$ cat src/rtl/fetch_stage.sv
// Instruction fetch stage: owns the PC, fetches from a combinational-read
// instruction memory, and queues {pc, instr} for decode with branch redirect.
module fetch_stage #(
    parameter logic [31:0] RESET_PC   = 32'h0000_0000,
    parameter int unsigned IMEM_WORDS = 64,
    parameter int unsigned DEPTH      = 2
) (
    input  logic        clk,
    input  logic        reset,
    output logic [31:0] imem_a,
    input  logic [31:0] imem_rd,
    input  logic        br_valid,
    input  logic [31:0] br_target,
    output logic        out_valid,
    input  logic        out_ready,
    output logic [31:0] out_instr,
    output logic [31:0] out_pc,
    output logic [31:0] out_pc_plus8,
    output logic        fetch_fault
);

    localparam int unsigned CW = $clog2(DEPTH + 1);

    typedef enum logic {
        RUN  = 1'b0,
        HALT = 1'b1
    } state_t;

    // pc_plus8 is stored per entry so every head output comes straight from a flop
    typedef struct packed {
        logic        valid;
        logic [31:0] pc;
        logic [31:0] pc8;
        logic [31:0] instr;
    } entry_t;

    localparam entry_t EMPTY = '{valid: 1'b0, pc: 32'h0, pc8: 32'h8, instr: 32'h0};

    state_t        state_q, state_d;
    logic [31:0]   pc_q, pc_d;
    logic [CW-1:0] count_q, count_d;
    logic          fault_q, fault_d;
    entry_t        q_q [DEPTH];
    entry_t        q_d [DEPTH];

    logic          legal;
    logic          pop;
    logic          push;
    logic [CW-1:0] wr_idx;

    assign legal = (pc_q[1:0] == 2'b00) && (pc_q[31:2] < 30'(IMEM_WORDS));
    assign pop   = q_q[0].valid && out_ready;
    assign push  = (state_q == RUN) && !br_valid && legal
                   && ((count_q < CW'(DEPTH)) || pop);

    // Head is always slot 0; a pop shifts the queue down one slot
    assign wr_idx = pop ? (count_q - CW'(1)) : count_q;

    always_ff @(posedge clk) begin
        if (reset) begin
            state_q <= RUN;
            pc_q    <= RESET_PC;
            count_q <= '0;
            fault_q <= 1'b0;
            for (int unsigned i = 0; i < DEPTH; i++) begin
                q_q[i] <= EMPTY;
            end
        end else begin
            state_q <= state_d;
            pc_q    <= pc_d;
            count_q <= count_d;
            fault_q <= fault_d;
            q_q     <= q_d;
        end
    end

    always_comb begin
        state_d = state_q;
        pc_d    = pc_q;
        count_d = count_q;
        fault_d = fault_q;
        q_d     = q_q;

        if (br_valid) begin
            for (int unsigned i = 0; i < DEPTH; i++) begin
                q_d[i] = EMPTY;
            end
            count_d = '0;
            pc_d    = br_target;
            state_d = RUN;
        end else if ((state_q == RUN) && !legal) begin
            state_d = HALT;
            fault_d = 1'b1;
        end else begin
            if (pop) begin
                for (int unsigned i = 0; i + 1 < DEPTH; i++) begin
                    q_d[i] = q_q[i + 1];
                end
                q_d[DEPTH - 1] = EMPTY;
            end
            if (push) begin
                for (int unsigned i = 0; i < DEPTH; i++) begin
                    if (CW'(i) == wr_idx) begin
                        q_d[i] = '{valid: 1'b1, pc: pc_q, pc8: pc_q + 32'd8, instr: imem_rd};
                    end
                end
                pc_d = pc_q + 32'd4;
            end
            case ({push, pop})
                2'b10:   count_d = count_q + CW'(1);
                2'b01:   count_d = count_q - CW'(1);
                default: count_d = count_q;
            endcase
        end
    end

    assign imem_a       = pc_q;
    assign out_valid    = q_q[0].valid;
    assign out_instr    = q_q[0].instr;
    assign out_pc       = q_q[0].pc;
    assign out_pc_plus8 = q_q[0].pc8;
    assign fetch_fault  = fault_q;

endmodule

$ cat config.mk
export PLATFORM = sky130hd
export DESIGN_NAME = fetch_stage
export DESIGN_NICKNAME = d
export VERILOG_FILES = /design/src/rtl/fetch_stage.sv
export SDC_FILE = /design/constraint.sdc
export NUM_CORES = 1
export LEC_CHECK = 0
export ABC_AREA = 1
export ABC_CLOCK_PERIOD_IN_PS = 2130
export CAP_MARGIN = 20
export CORE_UTILIZATION = 64
export CTS_CLUSTER_SIZE = 28
export DETAILED_ROUTE_END_ITERATION = 16
export DONT_BUFFER_PORTS = 1
export HOLD_SLACK_MARGIN = 0.03
export PLACE_DENSITY = 0.8
export SLEW_MARGIN = 15
export SYNTH_ARGS = -nofsm -noshare
export SYNTH_HDL_FRONTEND = slang
export SYNTH_SLANG_ARGS = --single-unit
$ cat constraint.sdc
create_clock -name clk -period 2.13 [get_ports clk]
set_clock_uncertainty 0.1 [all_clocks]
set_input_delay 0.213 -clock clk [delete_from_list [all_inputs] [get_ports clk]]
set_output_delay 0.213 -clock clk [all_outputs]
set_load 0.01 [all_outputs]
* Yosys cells after proc, flatten, opt, wreduce, memory -nomap -nowiden
Index checks and enable logic that the tools add are counted.
Word-level totals: bits of input ports 68, logic and storage cells 51, register bits 230, output and inout bits 130
Operators by class: eq/ne operators 4, reduce and logical (&&, ||, !) cells 17, $add $sub $neg 4, magnitude comparators 2, bitwise gates (word level) 3, muxes and demuxes 9
Operator list (number):
- $mux W194 | 2
- $mux W97 | 2
- $mux W32 | 3
- $add A32 B3 Y32 const B | 1
- $add A32 B4 Y32 const B | 1
- $lt A30 B7 Y1 const B | 1
- $logic_and A1 B1 Y1 | 6
- $reduce_and A2 Y1 | 3
- $logic_not A2 Y1 | 2
- $pmux W2 S2 | 1
- $reduce_bool A2 Y1 | 2
- $not A1 Y1 | 3
- $add A2 B1 Y2 const B | 1
- $eq A1 B2 Y1 const A | 1
- $eq A2 B1 Y1 const B | 1
- $eq A2 B2 Y1 const B | 1
- $logic_not A1 Y1 | 2
- $lt A2 B2 Y1 const B | 1
- $mux W2 | 1
- $ne A2 B2 Y1 const B | 1
- $reduce_or A2 Y1 | 1
- $sub A2 B1 Y2 const B | 1
- $logic_or A1 B1 Y1 | 1

* Logic depth before layout (Yosys ltp)
Gate-level depths: netlist of run 1.
depth in word-level cells 7, gate-level depth with buffers 13, mapped depth without buffers 11

* Worst setup path after synthesis of run 1
No wires, ideal clock.
path type register to register, start point register q_q, in the netlist out_valid, end point register count_q[1], slack 0.156 ns, path buffers 2, setup time 0.116 ns, data arrival time 1.757 ns, stages on the path, launching flop included 13, period minus slack after synthesis 1.974 ns, cells stage by stage dfxtp_1 -> nand2_2 -> nand2_1 -> nand2_1 -> nor2_2 -> nand3_1 -> buf_4 -> buf_2 -> ha_1 -> inv_1 -> nand2_1 -> nand2_1 -> a21oi_1
On the way: longest elaborated chain between the ends 6
RTL lines:
- start: declaration | line 43 | entry_t q_q [DEPTH];
- start signal: assignment | line 73 | q_q <= q_d;
- $logic_and A1 B1 Y1 (*) | line 52 | assign pop = q_q[0].valid && out_ready;
- $logic_or A1 B1 Y1 | line 54 | && ((count_q < CW'(DEPTH)) || pop);
- $logic_and A1 B1 Y1 | line 54
- $eq A2 B1 Y1 / $eq A2 B2 Y1 (equally long branches) | line 109 | case ({push, pop})
- $reduce_bool A2 Y1 (no line)
- $reduce_and A2 Y1 (no line)
- end signal: assignment | line 71 | count_q <= count_d;
- end: declaration | line 41 | logic [CW-1:0] count_q, count_d;
Mark *: on every way between the ends. The rest lies on a longest branch, timed or not. A chain may end at the register's enable or synchronous reset.

* Worst setup path in the final report of run 1
start point register pc_q[3], in the netlist imem_a[3], end point register pc_q[6], in the netlist imem_a[6]
On the way: longest elaborated chain between the ends 6
RTL lines:
- start: declaration | line 40 | logic [31:0] pc_q, pc_d;
- start signal: assignment | line 70 | pc_q <= pc_d;
- $lt A30 B7 Y1 | line 51 | assign legal = (pc_q[1:0] == 2'b00) && (pc_q[31:2] < 30'(IMEM_WORDS));
- $logic_and A1 B1 Y1 | line 51
- $logic_not A1 Y1 / $logic_and A1 B1 Y1 (equally long branches) | line 91, 53
- $logic_and A1 B1 Y1, on equally long branches | line 91, 54
- $ne A2 B2 Y1 (no line) / $reduce_bool A2 Y1 (equally long branches)
- $reduce_and A2 Y1 (no line)
Several ways; a longest one is shown, not always the timed one. The select of a mux whose other input is x is not followed.

==> results of run 1 <==
## cell type report
cell class	count	share of cell area, %
antenna	3	0.0487
sequential	230	29.9
clock buffer	38	5.10
timing repair buffer	151	10.6
tap	275	2.23
multi-input combinational	1596	45.2
clock inverter	10	0.560
inverter	257	6.30
## metrics by stage
step                      std cells  power, mW  worst slack (ps)  utilization (%)
after global routing           2559       10.4              -230             72.6
after global placement         2419       5.33               192             63.8
after CTS                      2556       10.0              44.3             72.2
after detailed placement       2419       5.35               131             63.8
after floorplan                2342       5.18               156                -
final                          2560       10.0              -276             72.6
## synth_stat cells (11+ instances only)
| library cell | count |
|---|---|
| sky130_fd_sc_hd__dfxtp_1 | 230 |
| sky130_fd_sc_hd__o21ai_1 | 31 |
| sky130_fd_sc_hd__nand3_1 | 376 |
| sky130_fd_sc_hd__buf_4 | 109 |
| sky130_fd_sc_hd__o21ai_0 | 85 |
| sky130_fd_sc_hd__clkbuf_1 | 68 |
| sky130_fd_sc_hd__buf_2 | 76 |
| sky130_fd_sc_hd__nand3b_1 | 27 |
| sky130_fd_sc_hd__clkinv_1 | 20 |
| sky130_fd_sc_hd__a21oi_1 | 26 |
| sky130_fd_sc_hd__nor2_1 | 137 |
| sky130_fd_sc_hd__inv_2 | 11 |
| sky130_fd_sc_hd__nand2_1 | 883 |
| sky130_fd_sc_hd__inv_1 | 225 |
## cell usage in the layout, fill, tap and decap left out, types with 5 or more instances in the layout
cell type	instances
sky130_fd_sc_hd__clkinv_1	20
sky130_fd_sc_hd__buf_4	40
sky130_fd_sc_hd__clkinv_2	10
sky130_fd_sc_hd__o21ai_1	31
sky130_fd_sc_hd__dlygate4sd3_1	87
sky130_fd_sc_hd__dfxtp_1	226
sky130_fd_sc_hd__inv_1	225
sky130_fd_sc_hd__nand3b_1	27
sky130_fd_sc_hd__buf_12	20
sky130_fd_sc_hd__clkbuf_8	9
sky130_fd_sc_hd__clkbuf_16	27
sky130_fd_sc_hd__nand2_1	881
sky130_fd_sc_hd__nand3_1	374
sky130_fd_sc_hd__a21oi_1	26
sky130_fd_sc_hd__o21ai_0	85
sky130_fd_sc_hd__nand4_1	5
sky130_fd_sc_hd__nor2_4	6
sky130_fd_sc_hd__nor2_1	136
sky130_fd_sc_hd__inv_2	9
## worst paths after layout
kind                                from                      endpoint  depth (start not counted)  slack (ps)
setup / recovery  imem_a[3]$_SDFFE_PP0P_        imem_a[6]$_SDFFE_PP0P_                          7        -280
hold / removal                 out_ready  out_pc_plus8[3]$_SDFFE_PP1P_                          7         170
setup reg to reg  imem_a[3]$_SDFFE_PP0P_        imem_a[6]$_SDFFE_PP0P_                          7        -280
hold reg to reg     q_q[80]$_SDFFE_PP0P_          q_q[80]$_SDFFE_PP0P_                          2         350
## flip-flops by register name, indices dropped and copies added (netlist names)
name	count
out_pc	32
out_valid	1
imem_a	32
q_q	97
out_instr	32
out_pc_plus8	32
state_q	1
count_q	2
fetch_fault	1
## report_power, final
part           switching, mW  leakage, nW  internal, mW  total, mW
clock network           1.86        0.441          2.67       4.53
registers              0.101         1.87          4.39       4.49
logic                  0.618         5.41         0.411       1.03
total                   2.57         7.72          7.47       10.0
## worst reg2reg max path, delay by kind of cell, from the launching register on
family                     cells  cell delay (ps)
buffers and inverters          1              600
AOI/OAI and AO/OA              2              450
DFF                            1              430
and+or+nand+nor                2              270
adders and majority gates      1              260
xor gates and xnor gates       1              190
## layer usage
metal | vias to the layer above | wire length [um]
met2 | 843 | 18400
met3 | 183 | 3980
met4 | 0 | 1780
met1 | 6581 | 15500
met5 | - | 0
li1 | 6992 | -
## cell families (layout without fill, tap and decap cells)
| group | after synthesis | after routing |
|---|---|---|
| and+or+nand+nor | 1441 | 1441 |
| buffers and inverters | 516 | 456 |
| DFF | 230 | 230 |
| AOI/OAI and AO/OA | 146 | 146 |
| xor gates and xnor gates | 6 | 6 |
| adders and majority gates | 3 | 3 |
| other | 0 | 3 |
## timing repair
item                                    CTS  global route
hold buffers                             89             0
setup buffers                             0             0
hold endpoints to repair                106             0
gates resized for setup                   0            15
endpoints found under the setup margin    0            70
==> summary by stage, run 1 <==
Power and ir drop
The worst vdd rail ir drop is 0.495 mV. For this design the static power due to leakage is 7.72 nW. Power spread over the standard cell area amounts to 652 nW/um^2.

Layout
The total area of sequential cells is 4610 um^2. The post-route netlist has 6.22% of its cells at a drive strength greater than 1. The multi-input gate area in the final layout is approximately 7000 um^2. Fill cells in the final layout number 1661. The finished cells cover 15400 um^2.

The net count of the finished layout is between 2000 and 2500. The layout-stage area growth over the synthesis result is 10.5%.

Placed design
The half-perimeter wire length after detailed placement is 21600 um. The area after detailed placement is 13500 um^2. At the end of routability-driven placement, the weighted congestion stood at 0.855. The number of input and output port buffers inserted is 0.

Floorplan
The core region is 21200 um^2. The overall die area is 22400 um^2. The count of pins on the block boundary is 198. The floorplan step set the die height to around 150 um. The site row count is 53. The die is about 150 um wide. For this configuration, the core starts out at a cell density of 65.7%.

Logic synthesis
Summing the areas of all compound-gate instances in the mapped netlist gives under 10% of the synthesized area. The synthesized cell area is 13900 um^2. The flip-flop cell with the highest count after synthesis is sky130_fd_sc_hd__dfxtp_1. The count of unique library cells instantiated by Yosys is 27.

Counting flops with an async set or reset pin after synthesis yields a share of 0%. The synthesized design contains 230 register bits. By area the synthesized netlist is led by sky130_fd_sc_hd__dfxtp_1 (33%), sky130_fd_sc_hd__nand2_1 (24%), sky130_fd_sc_hd__nand3_1 (13%), sky130_fd_sc_hd__inv_1 (6.1%), sky130_fd_sc_hd__buf_4 (5.9%). In this run, synthesis inferred 0 flip-flops with an integrated enable. The largest family of logic cells by synthesized area is simple AND/OR/NAND/NOR gates. The cell type with the largest total area after synthesis is sky130_fd_sc_hd__dfxtp_1. The simple-gate share of the synthesized area is 43.4%. Each instance of the synthesized netlist takes up on average between 5 and 6 um^2. The synthesized-area fraction occupied by adder cells is 0.269%. The post-synth net total is 2413. The number of instances in the synthesized netlist is 2342. In this run the biggest area consumer among cell types represents 33.0% of the synthesized area. After synthesis, flip-flops and latches occupy 33.0% of the total area. Of the total synthesized cell area, the portion taken by XOR and XNOR cells is less than 1%. After synthesis, the share of cell area in mux cells is 0%. Yosys printed 0 warnings.

Global routing
The first-pass GRT wire length is approximately 63000 um. The global routing met2 resource utilization is approximately 56%. In the global route stage, met3 resource usage came out at 7.07%. The initial antenna violation count is 2.

The remaining global-route overflow is 0. The via count of the first global-routing pass is 13131. The layer with the highest usage is met2. The global-route track usage on met1 is 41.7%.

The global-route total usage across every layer is 34.1%. Entering global routing, the biggest net connects 88 pins.

Routing
The routed length per instance is 15.5 um. Summing over every cut layer, the via total after detailed routing is 14599. The residual antenna-violating net count after detailed routing is 0. The via count normalized by instance count is 5.70.

For this run, the detailed router's first-pass iteration total came to 9. The final wirelength is 39700 um. In the routed design, unresolved DRC markers number 0. The number of violations reported at the end of detailed-routing iteration 0 is 1379.

Setup path
STA classifies the critical path startpoint as a flip-flop. The critical path in this run is classified as reg -> reg. The buffer and inverter count on the worst path is 1. In this run the worst path has a maximum fanout of 8. At the worst endpoint, the arrival time is 2750 ps. Walking the worst path, the cells encountered are ha_1 -> nand3_1 -> xor2_1 -> o21ai_0 -> dlygate4sd3_1 -> nand2_1 -> a21oi_1.

For the worst setup path, the data required time is 2470 ps. The library cell contributing the largest single delay on the critical path is sky130_fd_sc_hd__dlygate4sd3_1. The longest individual stage delay on the worst path is approximately 600 ps. The family of cells with the greatest summed delay on the critical path is buffers and inverters. The capturing element type of the critical path is a flip-flop.

Clock network
The clock passes through at most 3 buffers. The clock net in this run drives a total of 230 sinks. The clock slew seen by the registers of the worst setup and hold paths is ~70 ps. The clock latency on the worst-skew pair is 540 ps. The clock root buffer is sky130_fd_sc_hd__clkbuf_16. CTS built an H-tree with a depth of 1. The total clock buffers created by CTS is 26. The CTS tree is yes.

Timing
The final total negative setup slack is -308 ps. Across all setup checks in the final design, the least slack found is -276 ps. The total count of max-transition violations in the final report is 0. For the finished layout, the period the worst path requires is 2410 ps. Measured against its own limit, the worst slew margin works out to 24.7%. The number of failing setup endpoints in the final timing report is 7.

The tightest hold path in the finished design has a slack of 174 ps. For this run, the top clock speed supported by timing is ~0.42 GHz. For the pin with the worst max-slew slack, the measured transition is 1130 ps. The final hold violation count is 0.

Dividing the final minimum period by the clock period gives 113%.

Run status
The flow ran to the end, but the final reports show violations. The final reports fail on negative setup slack.

Worst hold path
The type of the worst min-delay path is in -> reg.

Job
Max-cap violations in this run came to 0.
Note: power is estimated with default switching activity, not from simulation.
==> inputs of run 2 (changes only) <==
HOLD_SLACK_MARGIN = 0.15   (was 0.03)
SKIP_CTS_REPAIR_TIMING = 1   (was default)
==> run 2 against run 1 <==
Net effect:
- the flow now finishes without violations
- hold slack better by 25 ps
- highest routed layer unchanged
- setup slack better by 300 ps
- critical path type unchanged
- die area stayed put
- largest power group unchanged
- via count fell by 2.0%
- wire length is 2.9% lower
==> summary by stage, run 2 (synthesis results as in run 1) <==
Global routing
The via count of the first global-routing pass is 12161 (was 13131). The initial antenna violation count is 0 (was 2). The remaining global-route overflow is 0 (unchanged). The global-route total usage across every layer is 30.9% (was 34.1%).

The first-pass GRT wire length is 57700 um (was 63000 um). The largest net degree at the start of global routing was 88 (unchanged).

Placed design
The final RePlAce weighted congestion is 0.855 (unchanged). The post-placement setup slack is 131 ps (unchanged). The number of input and output port buffers inserted is 0 (unchanged). The half-perimeter wire length after detailed placement is 21600 um (unchanged). The area after detailed placement came to 13500 um^2 (unchanged).

Routing
The iteration count of the initial detailed-routing pass is 7 (was 9). The post-detailed-route DRC marker count is 0 (unchanged). The residual antenna-violating net count after detailed routing came to 0 (unchanged). The final wirelength came to 38600 um (was 39700 um). The routed length per instance is 15.1 um (was 15.5 um). The number of vias in the routed layout is 14308 (was 14599). The via count normalized by instance count is 5.60 (was 5.70). The number of violations reported at the end of detailed-routing iteration 0 was 1390 (was 1379).

Worst hold path
The worst hold path stage count is 7 (unchanged). The endpoint of the worst hold path is out_pc_plus8[3]$_SDFFE_PP1P_ (unchanged). The type of the worst min-delay path is in -> reg (unchanged).

The source of the worst hold timing path is out_ready (unchanged).

Floorplan
The area of the core is 21200 um^2 (unchanged). The count of pins on the block boundary is 198 (unchanged). The initial standard-cell utilization of the core came to 65.7% (unchanged). The overall die area is 22400 um^2 (unchanged). The site row count came to 53 (unchanged). The die height is 150 um (unchanged). The floorplan die width was 150 um (unchanged).

Clock network
The clock slew seen by the registers of the worst setup and hold paths came to 70 ps (about the same). The number of H-tree branching levels is 1 (unchanged). The clock latency on the worst-skew pair is 540 ps (about the same). The clock tree buffer depth is 3 (unchanged). The total clock buffers created by CTS came to 26 (unchanged).

The CTS tree was yes (unchanged). The clock root buffer is sky130_fd_sc_hd__clkbuf_16 (unchanged). The number of clock sinks seen by CTS came to 230 (unchanged).

Timing
The worst slew slack as a fraction of its limit is 28.3% (was 24.7%). The final hold violation count is 0 (unchanged). The total count of max-transition violations in the final report was 0 (unchanged). The final critical delay including setup and external delays is 2110 ps (was 2410 ps).

The setup slack of the critical path after layout is 23.9 ps (was -276 ps). The maximum clock frequency is 0.475 GHz (was 0.416 GHz). The part of the cycle the worst path needs is 98.9% (was 113%). The transition time at the pin with the least slew margin is 1070 ps (was 1130 ps). The final total negative setup slack is 0 ps (was -308 ps). The number of failing setup endpoints in the final timing report is 0 (was 7).

Setup path
The cell that appears most often on the critical path is sky130_fd_sc_hd__nor2_1. The capturing element type of the critical path is a flip-flop (unchanged). Critical path, cell by cell: nor2_1 -> nand3_1 -> nor2_1 -> buf_4 -> nand3_4 -> buf_12 -> nand2_2 -> o21ai_1 -> nor2_1 (was ha_1 -> nand3_1 -> xor2_1 -> o21ai_0 -> dlygate4sd3_1 -> nand2_1 -> a21oi_1). The required time of the worst setup path was 2460 ps (was 2470 ps). The number of cell instances on the worst register-to-register path was 9 (was 7). The longest individual stage delay on the worst path is 460 ps (was 600 ps). The type of element launching the critical path is a flip-flop (unchanged). The endpoint of the worst register-to-register path is imem_a[5]$_SDFFE_PP0P_ (was imem_a[6]$_SDFFE_PP0P_).

The library cell contributing the largest single delay on the critical path is sky130_fd_sc_hd__dfxtp_1 (was sky130_fd_sc_hd__dlygate4sd3_1). The highest fanout seen on the critical path is 82 (was 8). The kind of critical path is reg -> reg (unchanged). The worst reg-to-reg setup slack is 20 ps (was -280 ps). The family of cells with the greatest summed delay on the critical path is simple AND/OR/NAND/NOR gates (was buffers and inverters).

The critical register-to-register path startpoint is imem_a[0]$_SDFFE_PP0P_ (was imem_a[3]$_SDFFE_PP0P_). The buffer and inverter count on the worst path is 2 (was 1). The arrival time at the worst endpoint is 2440 ps (was 2750 ps).

Power and ir drop
The ratio of total power to cell area was 654 nW/um^2 (was 652 nW/um^2). The worst vdd rail ir drop came to 0.495 mV (about the same). The leakage power of the design was 7.69 nW (was 7.72 nW).

Layout
The register with the most flip-flops is q_q (unchanged). Highest-count cells in the layout ignoring fill and taps: sky130_fd_sc_hd__nand2_1 (881), sky130_fd_sc_hd__nand3_1 (374), sky130_fd_sc_hd__dfxtp_1 (229), sky130_fd_sc_hd__inv_1 (225), sky130_fd_sc_hd__nor2_1 (137) (was sky130_fd_sc_hd__nand2_1 (881), sky130_fd_sc_hd__nand3_1 (374), sky130_fd_sc_hd__dfxtp_1 (226), sky130_fd_sc_hd__inv_1 (225), sky130_fd_sc_hd__nor2_1 (136)). The fraction of final layout cells with drive strength greater than 1 is 6.01% (was 6.22%). The most common cell after layout, fill and taps aside is sky130_fd_sc_hd__nand2_1 (unchanged). The layout-stage area growth over the synthesis result is 9.86% (was 10.5%).

The final layout net count was 2332 (was 2333). The number of flip-flops in the largest register is 97 (unchanged). The antenna diode count is 0 (was 3). The design area is 15300 um^2 (was 15400 um^2).

Run status
Result of the run: completed (was finished, violations left).

Job
The max capacitance violation total is 0 (unchanged).
==> run 2: changes by cell type in the layout (fill, tap and decap cells not counted), sizes merged <==
cell          previous run  this run
dlygate4sd3             87        88
dlymetal6s4s             1         0
diode                    3         0
clkbuf                  39        38
==> run 2: where the power goes <==
part           total (mW)  internal [mW]  switching [mW]  leakage, nW
logic               0.998          0.402           0.595         5.38
clock network        4.53           2.67            1.86        0.441
registers            4.48           4.39          0.0985         1.86
total                10.0           7.46            2.55         7.69
==> run 2: worst max-delay path by stage <==
stage / startpoint / end / slack, ps / cells past startpoint
final: imem_a[0]$_SDFFE_PP0P_ / imem_a[5]$_SDFFE_PP0P_ / 20 / 9
after global routing: imem_a[21]$_SDFFE_PP0P_ / out_instr[0]$_SDFFE_PP0P_ / -50 / 9
after CTS: out_valid$_SDFFE_PP0P_ / q_q[11]$_SDFFE_PP0P_ / 80 / 11
after detailed placement: out_valid$_SDFFE_PP0P_ / q_q[30]$_SDFFE_PP0P_ / 130 / 11
after global placement: out_valid$_SDFFE_PP0P_ / imem_a[5]$_SDFFE_PP0P_ / 190 / 10
after floorplan: out_valid$_SDFFE_PP0P_ / count_q[1]$_SDFFE_PP0P_ / 160 / 12
==> run 2: cell type report <==
type / instances / area (um^2)
Multi-Input combinational cell: 1596 / 6930
Fill cell: 1673 / 5900
Sequential cell: 230 / 4610
Timing Repair Buffer: 150 / 1600
Inverter: 257 / 970
Clock buffer: 38 / 786
Tap cell: 275 / 344
Clock inverter: 10 / 86.3
==> run 2: routing by layer <==
metal | GRT usage, % | share of wire [%] | up-vias
met1 | 38.8 | 40 | 6422
li1 | - | - | 6986
met5 | 0 | 0 | -
met3 | 5.24 | 9.2 | 138
met4 | 11.5 | 3.4 | 0
met2 | 52.8 | 47 | 762
==> run 2: through the flow <==
step	std cells	hold WS (ps)	total power, mW	util (%)
global route	2556	228	10.3	72.2
detailed placement	2419	187	5.35	63.8
finish	2556	199	10.0	72.2
CTS	2467	-388	9.84	67.9
global placement	2419	184	5.33	63.8
floorplan	2342	248	5.18	-
==> run 2: worst reg2reg max path, stage by stage, from the launching register on <==
cell                      delay, ps
sky130_fd_sc_hd__dfxtp_1        460
sky130_fd_sc_hd__nor2_1          90
sky130_fd_sc_hd__nand3_1        120
sky130_fd_sc_hd__nor2_1          80
sky130_fd_sc_hd__buf_4          140
sky130_fd_sc_hd__nand3_4         90
sky130_fd_sc_hd__buf_12         350
sky130_fd_sc_hd__nand2_2        240
sky130_fd_sc_hd__o21ai_1        260
sky130_fd_sc_hd__nor2_1          70
==> inputs of run 3 (changes only) <==
CORE_UTILIZATION = 60   (was 64)
PLACE_DENSITY = 0.76   (was 0.8)
==> run 3 against run 2 <==
Net effect:
- the flow now finishes with violations (negative setup slack)
- cell count up 0.90%
- combinational power hardly changed
- clock power is 6.4% higher
- global-route usage decreased by 1.9 points
- highest routed layer unchanged
==> summary by stage, run 3 (synthesis results as in run 1) <==
Run status
Result of the run: finished, violations left (was completed). The final reports fail on negative setup slack.

Global routing
The remaining global-route overflow is 0 (unchanged). The largest net degree at the start of global routing is 103 (was 88). The global-route total usage across every layer was 29.0% (was 30.9%). The first-pass GRT wire length is 58800 um (was 57700 um). The via count of the first global-routing pass is 12231 (was 12161). The initial antenna violation count is 1 (was 0).

Power and ir drop
The proportion of power drawn by flip-flops and latches is 43.4% (was 44.8%). The leakage power of the design is 7.75 nW (was 7.69 nW). The ratio of total power to cell area is 666 nW/um^2 (was 654 nW/um^2). The portion of total power attributed to combinational logic is 9.7% (was 10.0%).

The internal cell power is 7.67 mW (was 7.46 mW). The worst vdd rail ir drop came to 0.638 mV (was 0.495 mV). The fraction of power consumed by the clock network was 46.9% (was 45.3%). The switching part of the total power is 25.5% (about the same). The net load switching power came to 2.63 mW (was 2.55 mW). The total design power is 10.3 mW (was 10.0 mW).

Floorplan
The die height is 154 um (was 150 um). The count of pins on the block boundary is 198 (unchanged). The floorplan die width was 154 um (was 150 um).

The overall die area is 23900 um^2 (was 22400 um^2). The area of the core is 22700 um^2 (was 21200 um^2). The site row count came to 55 (was 53).

The initial standard-cell utilization of the core is 61.4% (was 65.7%).

Clock network
The number of H-tree branching levels is 1 (unchanged). The clock latency on the worst-skew pair is 540 ps (about the same). The CTS tree is yes (unchanged). The clock root buffer is sky130_fd_sc_hd__clkbuf_16 (unchanged). The clock slew seen by the registers of the worst setup and hold paths came to 70 ps (about the same). The total clock buffers created by CTS is 27 (was 26).

The clock tree buffer depth was 3 (unchanged). The number of clock sinks seen by CTS was 230 (unchanged).

Layout
The layout-stage area growth over the synthesis result is 10.8% (was 9.86%). The final layout net count is 2343 (was 2332). The most common cell after layout, fill and taps aside is sky130_fd_sc_hd__nand2_1 (unchanged). The register with the most flip-flops is q_q (unchanged). Highest-count cells in the layout ignoring fill and taps: sky130_fd_sc_hd__nand2_1 (881), sky130_fd_sc_hd__nand3_1 (374), sky130_fd_sc_hd__dfxtp_1 (230), sky130_fd_sc_hd__inv_1 (225), sky130_fd_sc_hd__nor2_1 (136) (was sky130_fd_sc_hd__nand2_1 (881), sky130_fd_sc_hd__nand3_1 (374), sky130_fd_sc_hd__dfxtp_1 (229), sky130_fd_sc_hd__inv_1 (225), sky130_fd_sc_hd__nor2_1 (137)).

The number of inserted filler cells in the final layout is 1915 (was 1673). The fraction of final layout cells with drive strength greater than 1 was 6.54% (was 6.01%). The number of flip-flops in the largest register is 97 (unchanged).

Timing
The final total negative setup slack came to -178 ps (was 0 ps). The maximum clock frequency is 0.461 GHz (was 0.475 GHz). The transition time at the pin with the least slew margin is 1010 ps (was 1070 ps). The final critical delay including setup and external delays is 2170 ps (was 2110 ps). The setup slack of the critical path after layout is -37.0 ps (was 23.9 ps). The final worst hold slack came to 172 ps (was 199 ps).

The part of the cycle the worst path needs is 102% (was 98.9%). The final hold violation count is 0 (unchanged). The worst slew slack as a fraction of its limit came to 32.7% (was 28.3%). The number of failing setup endpoints in the final timing report is 15 (was 0).

The total count of max-transition violations in the final report is 0 (unchanged).

Routing
The via count normalized by instance count was 5.47 (was 5.60). The post-detailed-route DRC marker count is 0 (unchanged). The routed length per instance is 14.8 um (was 15.1 um). The iteration count of the initial detailed-routing pass came to 8 (was 7). The residual antenna-violating net count after detailed routing is 0 (unchanged). The number of vias in the routed layout was 14098 (was 14308). The final wirelength is 38300 um (was 38600 um).

The number of violations reported at the end of detailed-routing iteration 0 is 1479 (was 1390).

Setup path
Critical path, cell by cell: nor2_1 -> nand3_1 -> nor2_2 -> nand3_2 -> nand2_2 -> buf_4 -> nand2_1 -> nand2_1 -> a21oi_1 (was nor2_1 -> nand3_1 -> nor2_1 -> buf_4 -> nand3_4 -> buf_12 -> nand2_2 -> o21ai_1 -> nor2_1). The cell type with the highest occurrence count on the critical path is sky130_fd_sc_hd__nand2_1 (was sky130_fd_sc_hd__nor2_1). The kind of critical path is reg -> reg (unchanged).

The required time of the worst setup path is 2450 ps (was 2460 ps). The highest fanout seen on the critical path is 22 (was 82). The capturing element type of the critical path was a flip-flop (unchanged). The arrival time at the worst endpoint is 2490 ps (was 2440 ps).

The library cell contributing the largest single delay on the critical path is sky130_fd_sc_hd__dfxtp_1 (unchanged). The longest individual stage delay on the worst path came to 320 ps (was 460 ps). The type of element launching the critical path is a flip-flop (unchanged).

Placed design
The half-perimeter wire length after detailed placement was 21500 um (was 21600 um). The final RePlAce weighted congestion is 0.850 (was 0.855). The number of input and output port buffers inserted is 0 (unchanged).

Job
The max capacitance violation total is 0 (unchanged).

Worst hold path
The type of the worst min-delay path is in -> reg (unchanged).
[run 3: cell count changes in the layout (fill, tap and decap cells not counted), moves of 2 or more]
cell	delta
sky130_fd_sc_hd__buf_4	+11
sky130_fd_sc_hd__clkbuf_8	-4
sky130_fd_sc_hd__buf_12	-2
sky130_fd_sc_hd__bufinv_16	+2
sky130_fd_sc_hd__clkbuf_1	-2
sky130_fd_sc_hd__clkinv_4	+2
sky130_fd_sc_hd__clkinvlp_4	+2
[run 3: final cells by class]
| cell class | instances | area, um^2 | area share [%] |
|---|---|---|---|
| multi-input combinational | 1596 | 6930 | 44.9 |
| sequential | 230 | 4600 | 29.8 |
| timing repair buffer | 160 | 1650 | 10.7 |
| inverter | 257 | 970 | 6.27 |
| clock buffer | 33 | 748 | 4.84 |
| tap | 285 | 357 | 2.31 |
| clock inverter | 17 | 188 | 1.21 |
| antenna | 1 | 2.50 | 0.0162 |
[run 3: per-layer routing]
layer	wire length, um	vias to the layer above	track usage, %
li1	-	7016	-
met1	15900	6288	36.6
met2	18200	657	49.5
met3	2860	137	4.88
met4	1390	0	10.7
met5	0	-	0
[run 3: critical path: cells and delay by family, from the launching register on]
kind,cells,cell delay (ps)
AOI/OAI and AO/OA,1,60
and+or+nand+nor,7,1280
buffers and inverters,1,280
DFF,1,320
[run 3: power groups by stage]
stage / clock network [mW] / registers (mW) / logic [mW]
2_1_floorplan: 0 / 4.54 / 0.642
3_3_place_gp: 0 / 4.55 / 0.776
3_5_place_dp: 0 / 4.56 / 0.791
4_1_cts: 4.89 / 4.46 / 0.795
5_1_grt: 5.07 / 4.47 / 1.10
6_report: 4.82 / 4.47 / 1.00
[run 3: worst paths after layout]
path	slack [ps]	depth (start not counted)	endpoint	from
setup reg to reg	-40	9	count_q[1]$_SDFFE_PP0P_	imem_a[20]$_SDFFE_PP0P_
hold reg to reg	350	2	q_q[47]$_SDFFE_PP0P_	q_q[47]$_SDFFE_PP0P_
setup / recovery	-40	9	count_q[1]$_SDFFE_PP0P_	imem_a[20]$_SDFFE_PP0P_
hold / removal	170	7	out_pc_plus8[3]$_SDFFE_PP1P_	out_ready
[run 3: stage by stage]
stage	worst slack [ps]	util, %	instances	instance area, um^2
after global routing	-215	68.0	2579	15500
after CTS	145	63.9	2485	14500
after detailed placement	179	59.8	2435	13600
after global placement	240	59.8	2435	13600
final	-37.0	68.0	2579	15500
after floorplan	156	-	2342	13900
